[src/rtl/instruction_fetch.sv]
// instruction_fetch: IF stage with an IF/ID pipeline register.
//   clk, rst     : clock; asynchronous active-high reset
//   en           : 1 = advance, 0 = stall (everything holds)
//   flush        : redirect to branchTarget, inject BUBBLES NOP cycles
//   branchTarget : redirect address, used as given
//   imemAddr     : current PC (combinational) to instruction memory
//   imemData     : instruction at imemAddr, valid the same cycle
//   inst         : IF/ID instruction register (0 = bubble)
//   pcNext       : PC + PC_INC of the instruction held in inst
//   valid        : inst holds a real fetched instruction
//   fetchCount   : saturating count of valid instructions latched
module instruction_fetch #(
  parameter logic [31:0] RESET_PC = 32'h0000_0000,
  parameter int unsigned PC_INC   = 4,
  parameter int unsigned BUBBLES  = 1
) (
  input  logic        clk,
  input  logic        rst,
  input  logic        en,
  input  logic        flush,
  input  logic [31:0] branchTarget,
  output logic [31:0] imemAddr,
  input  logic [31:0] imemData,
  output logic [31:0] inst,
  output logic [31:0] pcNext,
  output logic        valid,
  output logic [31:0] fetchCount
);

  typedef enum logic [1:0] {BOOT, RUN, REDIRECT} state_t;

  localparam logic [31:0] INC      = 32'(PC_INC);
  localparam logic [2:0]  BUB_LOAD = 3'(BUBBLES - 1);

  state_t      state_q, state_d;
  logic [31:0] pc_q, pc_d;
  logic [31:0] inst_q, inst_d;
  logic [31:0] pc_next_q, pc_next_d;
  logic        valid_q, valid_d;
  logic [31:0] count_q, count_d;
  logic [2:0]  bubble_q, bubble_d;

  always_ff @(posedge clk or posedge rst) begin
    if (rst) state_q <= BOOT;
    else     state_q <= state_d;
  end

  // The flush cycle itself is the first bubble, so REDIRECT is left on the
  // edge where the counter steps from 1 to 0.
  always_comb begin
    state_d = state_q;
    if (flush) begin
      state_d = (BUBBLES == 1) ? RUN : REDIRECT;
    end else if (en) begin
      case (state_q)
        BOOT:     state_d = RUN;
        RUN:      state_d = RUN;
        REDIRECT: state_d = (bubble_q <= 3'd1) ? RUN : REDIRECT;
        default:  state_d = BOOT;
      endcase
    end
  end

  always_comb begin
    pc_d      = pc_q;
    inst_d    = inst_q;
    pc_next_d = pc_next_q;
    valid_d   = valid_q;
    count_d   = count_q;
    bubble_d  = bubble_q;
    if (flush) begin
      pc_d     = branchTarget;
      inst_d   = '0;
      valid_d  = 1'b0;
      bubble_d = BUB_LOAD;
    end else if (en) begin
      case (state_q)
        RUN: begin
          inst_d    = imemData;
          pc_next_d = pc_q + INC;
          pc_d      = pc_q + INC;
          valid_d   = 1'b1;
          if (count_q != '1) count_d = count_q + 32'd1;
        end
        REDIRECT: begin
          inst_d  = '0;
          valid_d = 1'b0;
          if (bubble_q != '0) bubble_d = bubble_q - 3'd1;
        end
        default: begin
          inst_d  = '0;
          valid_d = 1'b0;
        end
      endcase
    end
  end

  always_ff @(posedge clk or posedge rst) begin
    if (rst) begin
      pc_q      <= RESET_PC;
      inst_q    <= '0;
      pc_next_q <= '0;
      valid_q   <= 1'b0;
      count_q   <= '0;
      bubble_q  <= '0;
    end else begin
      pc_q      <= pc_d;
      inst_q    <= inst_d;
      pc_next_q <= pc_next_d;
      valid_q   <= valid_d;
      count_q   <= count_d;
      bubble_q  <= bubble_d;
    end
  end

  assign imemAddr   = pc_q;
  assign inst       = inst_q;
  assign pcNext     = pc_next_q;
  assign valid      = valid_q;
  assign fetchCount = count_q;

endmodule

[config.mk]
export PLATFORM = sky130hd
export DESIGN_NAME = instruction_fetch
export DESIGN_NICKNAME = d
export VERILOG_FILES = /design/src/rtl/instruction_fetch.sv
export SDC_FILE = /design/constraint.sdc
export NUM_CORES = 1
export LEC_CHECK = 0
export CORE_MARGIN = 2
export CORE_UTILIZATION = 40
export CTS_CLUSTER_DIAMETER = 100
export DETAILED_ROUTE_END_ITERATION = 12
export MAX_ROUTING_LAYER = met4
export PLACE_DENSITY = 0.73
export SYNTH_ARGS = -nofsm -noshare
export SYNTH_HDL_FRONTEND = slang
export SYNTH_SLANG_ARGS = --single-unit
[constraint.sdc]
create_clock -name clk -period 6.3 [get_ports clk]
set_clock_uncertainty 0.2 [all_clocks]
set_input_delay 1.26 -clock clk [delete_from_list [all_inputs] [get_ports clk]]
set_output_delay 1.26 -clock clk [all_outputs]
set_load 0.005 [all_outputs]
==> results.sh, run 1 <==
export IMPL_endpoint_kind="flip-flop"
export IMPL_overflow=0
export IMPL_cp_max_fo=16
export IMPL_ir_drop_mv=0.178
export IMPL_cellLeakagePower_nw=3.64
export IMPL_clock_fmax_mhz=275
export IMPL_nFillCells=1288
export IMPL_dr_pass1_iters=5
export IMPL_grt_pass1_wl_um=27800
export IMPL_gr_usage_all_layers_pct=22.1
export IMPL_cts_tree="yes"
export IMPL_cp_endpoint="fetchCount[1]$_DFFE_PP0P_"
export IMPL_clk_latency_ns=0.42
export IMPL_finalCritPeriodShare_pct=57.7
export IMPL_placed_cell_area_sq_um=8360
export IMPL_grt_max_degree=94
export IMPL_port_buffers=196
export IMPL_cts_clk_slew_worst_paths_ns=0.05
export IMPL_cpPeakStageDelay_ns=0.92
export IMPL_max_clock_path_buffers=2
export IMPL_grtUsageMet3_pct=4.95
export IMPL_rows=45
export IMPL_synthDistinctLibCells=38
export IMPL_p_total_mw=2.43
export IMPL_setup_viol=0
export IMPL_rr_worst_depth=6
export IMPL_r2r_slack_ns=3.44
export IMPL_drv_cap=0
export IMPL_ctsResizeCount=0
export IMPL_hold_slack_ns=0.276
export IMPL_syn_avg_cell_area_sq_um=10.3
export IMPL_die_y_um=129
export IMPL_final_common_cell="clkdlybuf4s50_1"
export IMPL_cellPowerDensity_nw_per_um2=272
export IMPL_seq_area_sq_um=3350
export IMPL_vias=5312
export IMPL_ctsRootBufferMaster="clkbuf_16"
export IMPL_crit_type="input pin to flip-flop"
export IMPL_hp_class="flip-flop to flip-flop"
export IMPL_required_ns=6.40
export IMPL_layout_common_cells="clkdlybuf4s50_1, dfrtp_1, nand2_1"
export IMPL_start_util_pct=41.1
export IMPL_holdBufCountCts=0
export IMPL_numCtsBuffers=17
export IMPL_layout_nets=865
export IMPL_core_sq_um=15200
export IMPL_die_area_sq_um=16600
export IMPL_grt_pass1_vias=5360
export IMPL_fin_util_pct=58.9
export IMPL_cts_sinks=134
export IMPL_fin_tns_setup_ns=0
export IMPL_fin_area_sq_um=8960
export IMPL_timing_final_hold_violations=0
export IMPL_htree_levels=4
export IMPL_rsz0062_at_grt="no"
export IMPL_worstReg2RegEnd="pcNext[22]$_DFFE_PP0P_"
export IMPL_num_antenna_cells=0
export IMPL_crit_chain="clkdlybuf4s50_1 -> and3b_1 -> nand2b_1 -> a21oi_1 -> mux2_2"
export IMPL_antenna_found_initial=0
export IMPL_drc=0
export IMPL_grt_busiest_layer="met2"
export IMPL_worstSetupStartpointType="input pin"
export IMPL_drtIter0Drc=340
export IMPL_place_worst_setup_slack_ns=2.22
export IMPL_crit_path_top_delay_cell="a21oi_1"
export IMPL_place_gp_congestion=0.828
export IMPL_multi_input_area_sq_um=2740
export IMPL_postRouteAntennaNets=0
export IMPL_die_x_um=129
export IMPL_synth_yosys_seq_area_share_pct=53.7
export IMPL_grt_util_met1_pct=28.6
export IMPL_status="complete, no violations"
export IMPL_slew_viol_final=0
export IMPL_worst_pin_slew_ns=1.18
export IMPL_area_growth_pct=43.5
export IMPL_r2r_start="imemAddr[2]$_DFFE_PP0N_"
export IMPL_fin_crit_ns=3.63
export IMPL_wire_per_inst_um=17.4
export IMPL_hold_depth=2
export IMPL_yosysWarnings=0
export IMPL_avgViaCountPerCell=5.35
export IMPL_hpwl_um=12100
export IMPL_syn_area_sq_um=6240
export IMPL_ys_ff_latch=134
export IMPL_fin_ws_ns=2.67
export IMPL_relSlewSlack_pct=21.6
export IMPL_post_cts_buffers=0
export IMPL_drt_wl_total_um=17300
export IMPL_grt_util_met2_pct=33.5
export IMPL_layout_drive_gt1_share_pct=7.20
export IMPL_syn_num_nets=678
export IMPL_critPathLaunch="en"
export IMPL_crit_arrival_ns=3.74
export IMPL_stdcell_count=993
export IMPL_post_place_cells=961
export IMPL_io_pins=197
export IMPL_synthCells=605
[power by group]
part / internal (mW) / leakage (nW) / switching [mW]
Sequential: 0.944 / 1.69 / 0.0976
Clock: 0.631 / 0.298 / 0.367
Combinational: 0.245 / 1.65 / 0.151
[worst max-delay path, delay by kind of cell]
| kind | cells | cell delay, ns |
|---|---|---|
| and+or+nand+nor | 2 | 0.53 |
| muxes | 1 | 0.42 |
| buffers and inverters | 1 | 0.61 |
| AOI/OAI and AO/OA | 1 | 0.92 |
[routing by layer]
metal,up-vias,wire [um]
met5,-,0
met4,0,420
met3,29,795
met2,165,8550
met1,2636,7530
li1,2482,-
[final cells by class]
| class | count | area share (%) |
|---|---|---|
| inverter | 7 | 0.321 |
| multi-input combinational | 430 | 30.6 |
| tap | 188 | 2.63 |
| sequential | 134 | 37.4 |
| timing repair buffer | 202 | 22.3 |
| clock inverter | 9 | 1.09 |
| clock buffer | 23 | 5.56 |
[Yosys cell counts (all sizes together)]
library cell / number / area [sq um]
a211oi: 2 / 20.0
a21oi: 31 / 155
a22o: 32 / 280
and2: 2 / 12.5
and3: 9 / 56.3
and3b: 2 / 17.5
and4: 6 / 52.6
buf: 4 / 26.3
clkbuf: 30 / 113
dfrtp: 134 / 3350
ha: 5 / 62.6
inv: 7 / 26.3
mux2: 6 / 67.6
mux2i: 1 / 10.0
nand2: 65 / 244
nand2b: 4 / 25.0
nand3: 32 / 160
nand3b: 1 / 7.51
nand4: 31 / 200
nor2: 55 / 206
nor2b: 3 / 18.8
nor3: 8 / 71.3
nor3b: 2 / 15.0
nor4: 6 / 50.0
nor4bb: 1 / 10.0
o21ai: 32 / 160
o311ai: 1 / 8.76
or2: 1 / 6.26
or4: 2 / 18.8
xnor2: 39 / 342
xor2: 51 / 447
[logic make-up after synthesis]
| group | after synthesis | synth area share (%) |
|---|---|---|
| and+or+nand+nor | 230 | 18.8 |
| DFF | 134 | 53.7 |
| AOI/OAI and AO/OA | 98 | 10.0 |
| xor gates and xnor gates | 90 | 12.6 |
| buffers and inverters | 41 | 2.65 |
| muxes | 7 | 1.24 |
| adders and majority gates | 5 | 1.00 |
[how the worst min path moves through the flow]
stage	start	to
finish	valid$_DFFE_PP0P_	valid$_DFFE_PP0P_
global route	inst[7]$_DFFE_PP0P_	inst[7]$_DFFE_PP0P_
CTS	valid$_DFFE_PP0P_	valid$_DFFE_PP0P_
detailed placement	valid$_DFFE_PP0P_	valid$_DFFE_PP0P_
global placement	valid$_DFFE_PP0P_	valid$_DFFE_PP0P_
floorplan	valid$_DFFE_PP0P_	valid$_DFFE_PP0P_
[state kept, by name, summed over array words and instances, names as in the netlist]
| name | cells |
|---|---|
| state_q | 2 |
| fetchCount | 32 |
| imemAddr | 32 |
| bubble_q | 3 |
| valid | 1 |
| inst | 32 |
| pcNext | 32 |
Power figures use the tool's default switching activity.
==> run 2: changes to the inputs <==
==> constraint.sdc (replaced) <==
create_clock -name clk -period 3.55 [get_ports clk]
set_clock_uncertainty 0.2 [all_clocks]
set_input_delay 0.71 -clock clk [delete_from_list [all_inputs] [get_ports clk]]
set_output_delay 0.71 -clock clk [all_outputs]
set_load 0.005 [all_outputs]
==> results.sh, run 2 (synthesis results as in run 1) <==
export IMPL_status="complete, no violations"
export IMPL_grt_pass1_vias=5348
export IMPL_num_antenna_cells=0
export IMPL_drt_wl_total_um=17000
export IMPL_finalCritPeriodShare_pct=81.6
export IMPL_avgViaCountPerCell=5.31
export IMPL_wire_per_inst_um=17.1
export IMPL_clock_fmax_mhz=345
export IMPL_ctsResizeCount=0
export IMPL_relSlewSlack_pct=51.2
export IMPL_ir_drop_mv=0.290
export IMPL_clk_latency_ns=0.41
export IMPL_die_x_um=129
export IMPL_hold_start="valid$_DFFE_PP0P_"
export IMPL_hold_slack_ns=0.285
export IMPL_cp_max_fo=58
export IMPL_layout_common_cells="clkdlybuf4s50_1, dfrtp_1, nand2_1"
export IMPL_cellLeakagePower_nw=3.65
export IMPL_worstSetupStartpointType="input pin"
export IMPL_htree_levels=4
export IMPL_final_common_cell="clkdlybuf4s50_1"
export IMPL_port_buffers=196
export IMPL_power_frac_comb_pct=16.4
export IMPL_layout_drive_gt1_share_pct=7.42
export IMPL_max_clock_path_buffers=2
export IMPL_power_internal_mw=3.22
export IMPL_rsz0062_at_grt="no"
export IMPL_cts_sinks=134
export IMPL_fin_tns_setup_ns=0
export IMPL_cts_clk_slew_worst_paths_ns=0.06
export IMPL_postRouteAntennaNets=0
export IMPL_drtIter0Drc=361
export IMPL_post_cts_buffers=0
export IMPL_hp_class="flip-flop to flip-flop"
export IMPL_start_util_pct=41.1
export IMPL_area_growth_pct=44.0
export IMPL_cpPeakStageDelay_ns=0.63
export IMPL_setup_viol=0
export IMPL_cts_tree="yes"
export IMPL_worstReg2RegEnd="fetchCount[26]$_DFFE_PP0P_"
export IMPL_p_switching_mw=1.07
export IMPL_hold_depth=2
export IMPL_crit_type="input pin to flip-flop"
export IMPL_cellPowerDensity_nw_per_um2=477
export IMPL_seq_area_sq_um=3350
export IMPL_slew_viol_final=0
export IMPL_timing_final_hold_violations=0
export IMPL_grt_pass1_wl_um=27200
export IMPL_p_seq_share_pct=43.1
export IMPL_die_area_sq_um=16600
export IMPL_crit_chain="clkdlybuf4s50_1 -> nor4bb_4 -> buf_4 -> buf_4 -> nor2_1 -> a21oi_1"
export IMPL_swShare_pct=24.9
export IMPL_hold_path_endpoint="valid$_DFFE_PP0P_"
export IMPL_ctsRootBufferMaster="clkbuf_16"
export IMPL_fin_crit_ns=2.90
export IMPL_dr_pass1_iters=5
export IMPL_p_clk_share_pct=40.5
export IMPL_worst_pin_slew_ns=0.728
export IMPL_antenna_found_initial=0
export IMPL_r2r_slack_ns=1.11
export IMPL_grt_max_degree=135
export IMPL_place_gp_congestion=0.935
export IMPL_vias=5298
export IMPL_multi_input_area_sq_um=2740
export IMPL_overflow=0
export IMPL_required_ns=3.69
export IMPL_crit_path_top_delay_cell="clkdlybuf4s50_1"
export IMPL_core_sq_um=15200
export IMPL_layout_nets=869
export IMPL_rows=45
export IMPL_die_y_um=129
export IMPL_holdBufCountCts=0
export IMPL_rr_worst_depth=5
export IMPL_io_pins=197
export IMPL_crit_arrival_ns=3.04
export IMPL_hpwl_um=11800
export IMPL_nFillCells=1264
export IMPL_crit_top_cell="buf_4"
export IMPL_drc=0
export IMPL_r2r_start="state_q[1]$_DFFE_PP0P_"
export IMPL_drv_cap=0
export IMPL_gr_usage_all_layers_pct=21.6
export IMPL_numCtsBuffers=17
export IMPL_endpoint_kind="flip-flop"
run 2: cell types whose count changed in the layout (fill, tap and decap cells not counted):
cell,previous run,this run
clkinv_2,6,4
clkinv_4,0,1
clkbuf_1,1,3
inv_4,1,0
buf_12,0,1
buf_4,6,9
clkbuf_8,5,4
clkinvlp_4,1,2
run 2: through the flow:
step                power [mW]  std cells  instance area (sq um)  setup slack (ns)  util, %
finish                    4.29        997                   8990             0.652     59.2
CTS                       4.34        997                   8990             0.693     59.2
detailed placement        2.58        965                   8410             0.254     55.3
global placement          2.56        965                   8410             0.318     55.3
floorplan                 2.10        605                   6250             0.975        -
global route              4.47        997                   8990             0.461     59.2
run 2: how the worst max path moves through the flow:
stage               startpoint                    endpoint  slack, ns  cells after the start
floorplan                  rst     bubble_q[0]$_DFFE_PP0P_       0.97                      1
global placement            en  fetchCount[26]$_DFFE_PP0P_       0.32                      6
detailed placement          en  fetchCount[26]$_DFFE_PP0P_       0.25                      6
CTS                         en  fetchCount[26]$_DFFE_PP0P_       0.69                      6
global route                en      pcNext[13]$_DFFE_PP0P_       0.46                      6
finish                      en      pcNext[30]$_DFFE_PP0P_       0.65                      6
run 2: cell type report:
cell class	count	area share (%)
well taps	188	2.62
clock buffers	24	5.47
clock inverters	8	1.07
multi-input cells	430	30.5
inverters	7	0.334
flip-flops and latches	134	37.3
repair buffers	206	22.7
run 2: critical path: cells and delay by family:
family                 cells  cell delay (ns)
AND/OR/NAND/NOR            2             0.53
buffers and inverters      3             1.63
AO/OA/AOI/OAI              1             0.13
run 2: power by group through the flow:
stage | registers, mW | clock network (mW) | logic, mW
4_1_cts | 1.85 | 1.78 | 0.713
5_1_grt | 1.87 | 1.84 | 0.765
6_report | 1.85 | 1.74 | 0.703
3_5_place_dp | 1.87 | 0 | 0.707
2_1_floorplan | 1.83 | 0 | 0.267
3_3_place_gp | 1.86 | 0 | 0.696
run 2: routing by layer:
layer | share of wire, % | global-route usage [%] | vias up | routed length [um]
met2 | 49 | 33.1 | 172 | 8410
met5 | 0 | - | - | 0
met3 | 4.1 | 4.20 | 24 | 701
met4 | 2.3 | 9.65 | 0 | 384
li1 | - | - | 2489 | -
met1 | 44 | 28.0 | 2613 | 7510
==> run 3: changes to the inputs <==
--- a/config.mk
+++ b/config.mk
@@ -10,7 +10,7 @@
 export CTS_CLUSTER_DIAMETER = 100
 export DETAILED_ROUTE_END_ITERATION = 12
 export MAX_ROUTING_LAYER = met4
-export PLACE_DENSITY = 0.73
+export PLACE_DENSITY = 0.75
 export SYNTH_ARGS = -nofsm -noshare
 export SYNTH_HDL_FRONTEND = slang
 export SYNTH_SLANG_ARGS = --single-unit
==> constraint.sdc (replaced) <==
create_clock -name clk -period 2.5 [get_ports clk]
set_clock_uncertainty 0.2 [all_clocks]
set_input_delay 0.5 -clock clk [delete_from_list [all_inputs] [get_ports clk]]
set_output_delay 0.5 -clock clk [all_outputs]
set_load 0.005 [all_outputs]
==> results.sh, run 3 (synthesis results as in run 1) <==
export IMPL_status="complete, no violations"
export IMPL_p_seq_share_pct=41.8
export IMPL_rows=45
export IMPL_slew_viol_final=0
export IMPL_p_total_mw=6.26
export IMPL_grt_max_degree=69
export IMPL_setup_viol=0
export IMPL_rr_worst_depth=6
export IMPL_layout_nets=889
export IMPL_post_cts_buffers=0
export IMPL_hpwl_um=12600
export IMPL_start_util_pct=41.1
export IMPL_postRouteAntennaNets=0
export IMPL_worstReg2RegEnd="fetchCount[26]$_DFFE_PP0P_"
export IMPL_grt_pass1_vias=5578
export IMPL_antenna_found_initial=0
export IMPL_drv_cap=0
export IMPL_cp_max_fo=8
export IMPL_timing_final_hold_violations=0
export IMPL_cellPowerDensity_nw_per_um2=678
export IMPL_cellLeakagePower_nw=3.77
export IMPL_overflow=0
export IMPL_swShare_pct=25.1
export IMPL_ctsResizeCount=0
export IMPL_ir_drop_mv=0.464
export IMPL_crit_type="flip-flop to flip-flop"
export IMPL_avgViaCountPerCell=5.35
export IMPL_cts_clk_slew_worst_paths_ns=0.06
export IMPL_crit_arrival_ns=2.48
export IMPL_hp_class="input pin to async pin"
export IMPL_dr_pass1_iters=4
export IMPL_cts_sinks=134
export IMPL_endpoint_kind="flip-flop"
export IMPL_final_common_cell="clkdlybuf4s50_1"
export IMPL_place_gp_congestion=0.870
export IMPL_worst_pin_slew_ns=0.640
export IMPL_layout_drive_gt1_share_pct=9.77
export IMPL_drt_wl_total_um=17500
export IMPL_clock_fmax_mhz=427
export IMPL_htree_levels=4
export IMPL_finalCritPeriodShare_pct=93.7
export IMPL_vias=5445
export IMPL_clk_latency_ns=0.41
export IMPL_required_ns=2.64
export IMPL_drc=0
export IMPL_port_buffers=196
export IMPL_r2r_start="fetchCount[9]$_DFFE_PP0P_"
export IMPL_die_area_sq_um=16600
export IMPL_cts_tree="yes"
export IMPL_ctsRootBufferMaster="clkbuf_16"
export IMPL_die_y_um=129
export IMPL_rsz0062_at_grt="no"
export IMPL_worstSetupStartpointType="flip-flop"
export IMPL_hold_slack_ns=0.296
export IMPL_gr_usage_all_layers_pct=22.1
export IMPL_fin_crit_ns=2.34
export IMPL_core_sq_um=15200
export IMPL_io_pins=197
export IMPL_r2r_slack_ns=0.16
export IMPL_max_clock_path_buffers=2
export IMPL_num_antenna_cells=0
export IMPL_die_x_um=129
export IMPL_p_clk_share_pct=41.5
export IMPL_power_internal_mw=4.69
export IMPL_grt_pass1_wl_um=28000
export IMPL_p_switching_mw=1.57
export IMPL_relSlewSlack_pct=57.0
export IMPL_numCtsBuffers=17
export IMPL_area_growth_pct=47.9
export IMPL_power_frac_comb_pct=16.7
export IMPL_wire_per_inst_um=17.2
export IMPL_holdBufCountCts=0
export IMPL_layout_common_cells="clkdlybuf4s50_1, dfrtp_1, nand2_1"
export IMPL_drtIter0Drc=311
[run 3: changes by cell type in the layout (fill, tap and decap cells not counted)]
cell        delta
bufinv_16      +2
clkbuf_1       -1
buf_12         +5
clkinv_2       -1
buf_4         +15
clkinvlp_4     +4
clkbuf_8       -4
[run 3: area by class of cell]
type,count,area [sq um]
Clock inverter,13,181
Fill cell,1237,5970
Timing Repair Buffer,226,2260
Inverter,7,30.0
Tap cell,188,235
Multi-Input combinational cell,430,2740
Clock buffer,19,433
Sequential cell,134,3350
[run 3: how the worst max path moves through the flow]
stage,to,start,depth (start not counted)
floorplan,bubble_q[0]$_DFFE_PP0P_,rst,1
global placement,fetchCount[26]$_DFFE_PP0P_,en,7
detailed placement,fetchCount[26]$_DFFE_PP0P_,en,7
CTS,fetchCount[26]$_DFFE_PP0P_,fetchCount[9]$_DFFE_PP0P_,6
global route,fetchCount[26]$_DFFE_PP0P_,fetchCount[8]$_DFFE_PP0P_,6
finish,fetchCount[26]$_DFFE_PP0P_,fetchCount[9]$_DFFE_PP0P_,6
[run 3: critical path: stages (launching register included)]
cell and delay [ns]:
dfrtp_1 0.44, nand4_2 0.14, or4_4 0.55, or4_1 0.41, buf_4 0.19, nor3_4 0.18, xor2_1 0.15
[run 3: routing by layer]
layer,GRT usage [%],routed length [um],vias up
met4,8.63,393,0
li1,-,-,2536
met3,4.74,1060,32
met5,-,0,-
met2,34.9,8530,215
met1,27.8,7470,2662
[run 3: through the flow]
stage	instance area, sq um	instances	setup WS, ns	utilization [%]	setup TNS [ns]
CTS	9230	1017	0.148	60.7	0
finish	9230	1017	0.157	60.7	0
detailed placement	8620	985	-0.0547	56.7	-0.163
floorplan	6250	605	0.135	-	0
global placement	8620	985	-0.0121	56.7	-0.0121
global route	9230	1017	0.0182	60.7	0
[run 3: power by group through the flow]
| stage | Clock [mW] | Combinational (mW) | Sequential [mW] |
|---|---|---|---|
| finish | 2.60 | 1.05 | 2.62 |
| CTS | 2.64 | 1.06 | 2.61 |
| global route | 2.73 | 1.14 | 2.65 |
| floorplan | 0 | 0.379 | 2.60 |
| detailed placement | 0 | 1.05 | 2.65 |
| global placement | 0 | 1.03 | 2.65 |
==> RTL change (flow settings as in run 2) <==
The 3 states of `state_t` get a one-hot encoding in 3 bits.
--- a/src/rtl/instruction_fetch.sv
+++ b/src/rtl/instruction_fetch.sv
@@ -29,3 +29,3 @@
 
-  typedef enum logic [1:0] {BOOT, RUN, REDIRECT} state_t;
+  typedef enum logic [2:0] {BOOT = 3'b001, RUN = 3'b010, REDIRECT = 3'b100} state_t;
 
Behaviour: no difference found for any inputs over 4 cycles, from zero or initial values and one cycle with rst high; so few cycles prove little.
==> RTL change against run 2 <==
- clock power increased by 3%
- sequential cell count increased by 1
- maximum frequency increased by 15%
- routed wire length is 3.3% lower
- total power rose by 0.85%
- cell area grew 1.6%
- critical path depth unchanged
- worst setup slack better by 0.39 ns
- area after synthesis is 2.8% higher
- via count decreased by 1.1%
- utilization shrank 1.2 points
- critical endpoint is now pcNext[28]
- largest power group unchanged
==> RTL change: results (changes against run 2) <==
regToRegSetupSlack_ns: 1.04  # -0.07 ns
route.detailed.wl_per_inst_um: 15.88  # -6.9%
slowest_stage: "sky130_fd_sc_hd__nor2_1"
p_clk_mw: 1.80  # +3%
mappedNetlistNets: 701  # +3.4%
grt.total_usage: 0.2045  # -0.01151
worst_path_dominant_cell_family: "simple AND/OR/NAND/NOR gates"
slew_at_the_pin_with_the_worst_max_slew_slack_ns: 0.9396  # +0.2118 ns
detail_route.wirelength.met1_um: 7626  # +1.6%
fin_worst_hold_slack_ns: 0.2767  # -0.008472 ns
maximum_number_of_pins_on_one_net_before_global_route_repair: 136  # +0.74%
grt_pass1_vias: 5056  # -5.5%
grt.met2_usage: 0.3156  # -0.01528
vias: 5240  # -1.1%
placedInstanceArea_um2: 8531  # +1.5%
nets: 880  # +1.3%
critPathMaxFanout: 10  # -83%
worstHoldStart: "valid"
clkLatencyLatePin_ns: 0.41  # about the same
synth_commonest_cells: "sky130_fd_sc_hd__dfrtp_1 (134), sky130_fd_sc_hd__nand2_1 (92), sky130_fd_sc_hd__o21ai_0 (55)"
total_routed_length_um: 16450  # -3.3%
synth.yosys.seq_area_share: 0.5264  # -0.01067
use_met1: 0.2711  # -0.008581
antenna_cells_inserted: 0  # unchanged
placed_cells_incl_taps: 1004  # +4.0%
crit-reg2reg-capture: "pcNext[28]"
wire_length_of_the_first_global_routing_pass_um: 26300  # -3.3%
comb-power_mw: 0.683  # -3%
worstHoldPathCells: 2  # unchanged
minimum_clock_period_after_layout_ns: 2.512  # -0.3857 ns
syn-mean-instance-area_um2: 10.22  # -0.94%
ir_worst_vdd_v: 0.0003555  # +22%
cellLeakagePower_nw: 3.768  # +3.2%
yosysWarningCount: 0  # unchanged
total_internal_power_mw: 3.238  # +0.65%
outcome: "finished, final reports clean"
final_wtd_congestion: 0.7891  # -16%
synth_cell_types: 45  # +18%
route.met2.wl_um: 7715  # -8.3%
reg2reg_depth: 6  # +1
preCtsSetupSlack_ns: 0.6467  # +0.3928 ns
drive_above_1_share: 0.07439  # +0.0002246
cp-startpoint: "imemAddr[2]"
critPathMaxStageDelay_ns: 0.69  # +0.06 ns
worstPathArrival_ns: 2.58  # -0.46 ns
cp-endpoint: "pcNext[28]"
detailedRoute.firstIterationViolations: 324  # -10%
route.met3.wl_um: 914  # +30%
global_route.usage.met3: 0.04967  # +0.007678
post_synth_main_area_contributors: "sky130_fd_sc_hd__dfrtp_1 (52%), sky130_fd_sc_hd__xor2_1 (6.3%), sky130_fd_sc_hd__xnor2_1 (6.0%)"
## RTL change: cell count changes in the layout (fill, tap and decap cells not counted), sizes merged, moves of 5 or more
cell and change:
nand2 +27, nand3 +12, xnor2 +5, xor2 -5, nand4 +5, a21oi -26
clkbuf -5, o21ai +28, nor2 -32
## RTL change: final cells by class
cell class                      instances  area (um2)
Fill cell                            1389        6633
Clock inverter                         13       153.9
Inverter                                8       33.78
Multi-Input combinational cell        441        2818
Tap cell                              216       270.3
Timing Repair Buffer                  204        2029
Sequential cell                       135        3379
Clock buffer                           19       452.9
## RTL change: logic make-up (layout without fill, tap and decap cells)
logic type                 after synthesis  count (layout)  synth area share
AOI/OAI and AO/OA                      101             101            0.1031
xor gates and xnor gates                90              90            0.1228
adders and majority gates                5               5          0.009745
muxes                                    4               4          0.006821
and+or+nand+nor                        241             241            0.1945
buffers and inverters                   52             244           0.03664
DFF                                    135             135            0.5264
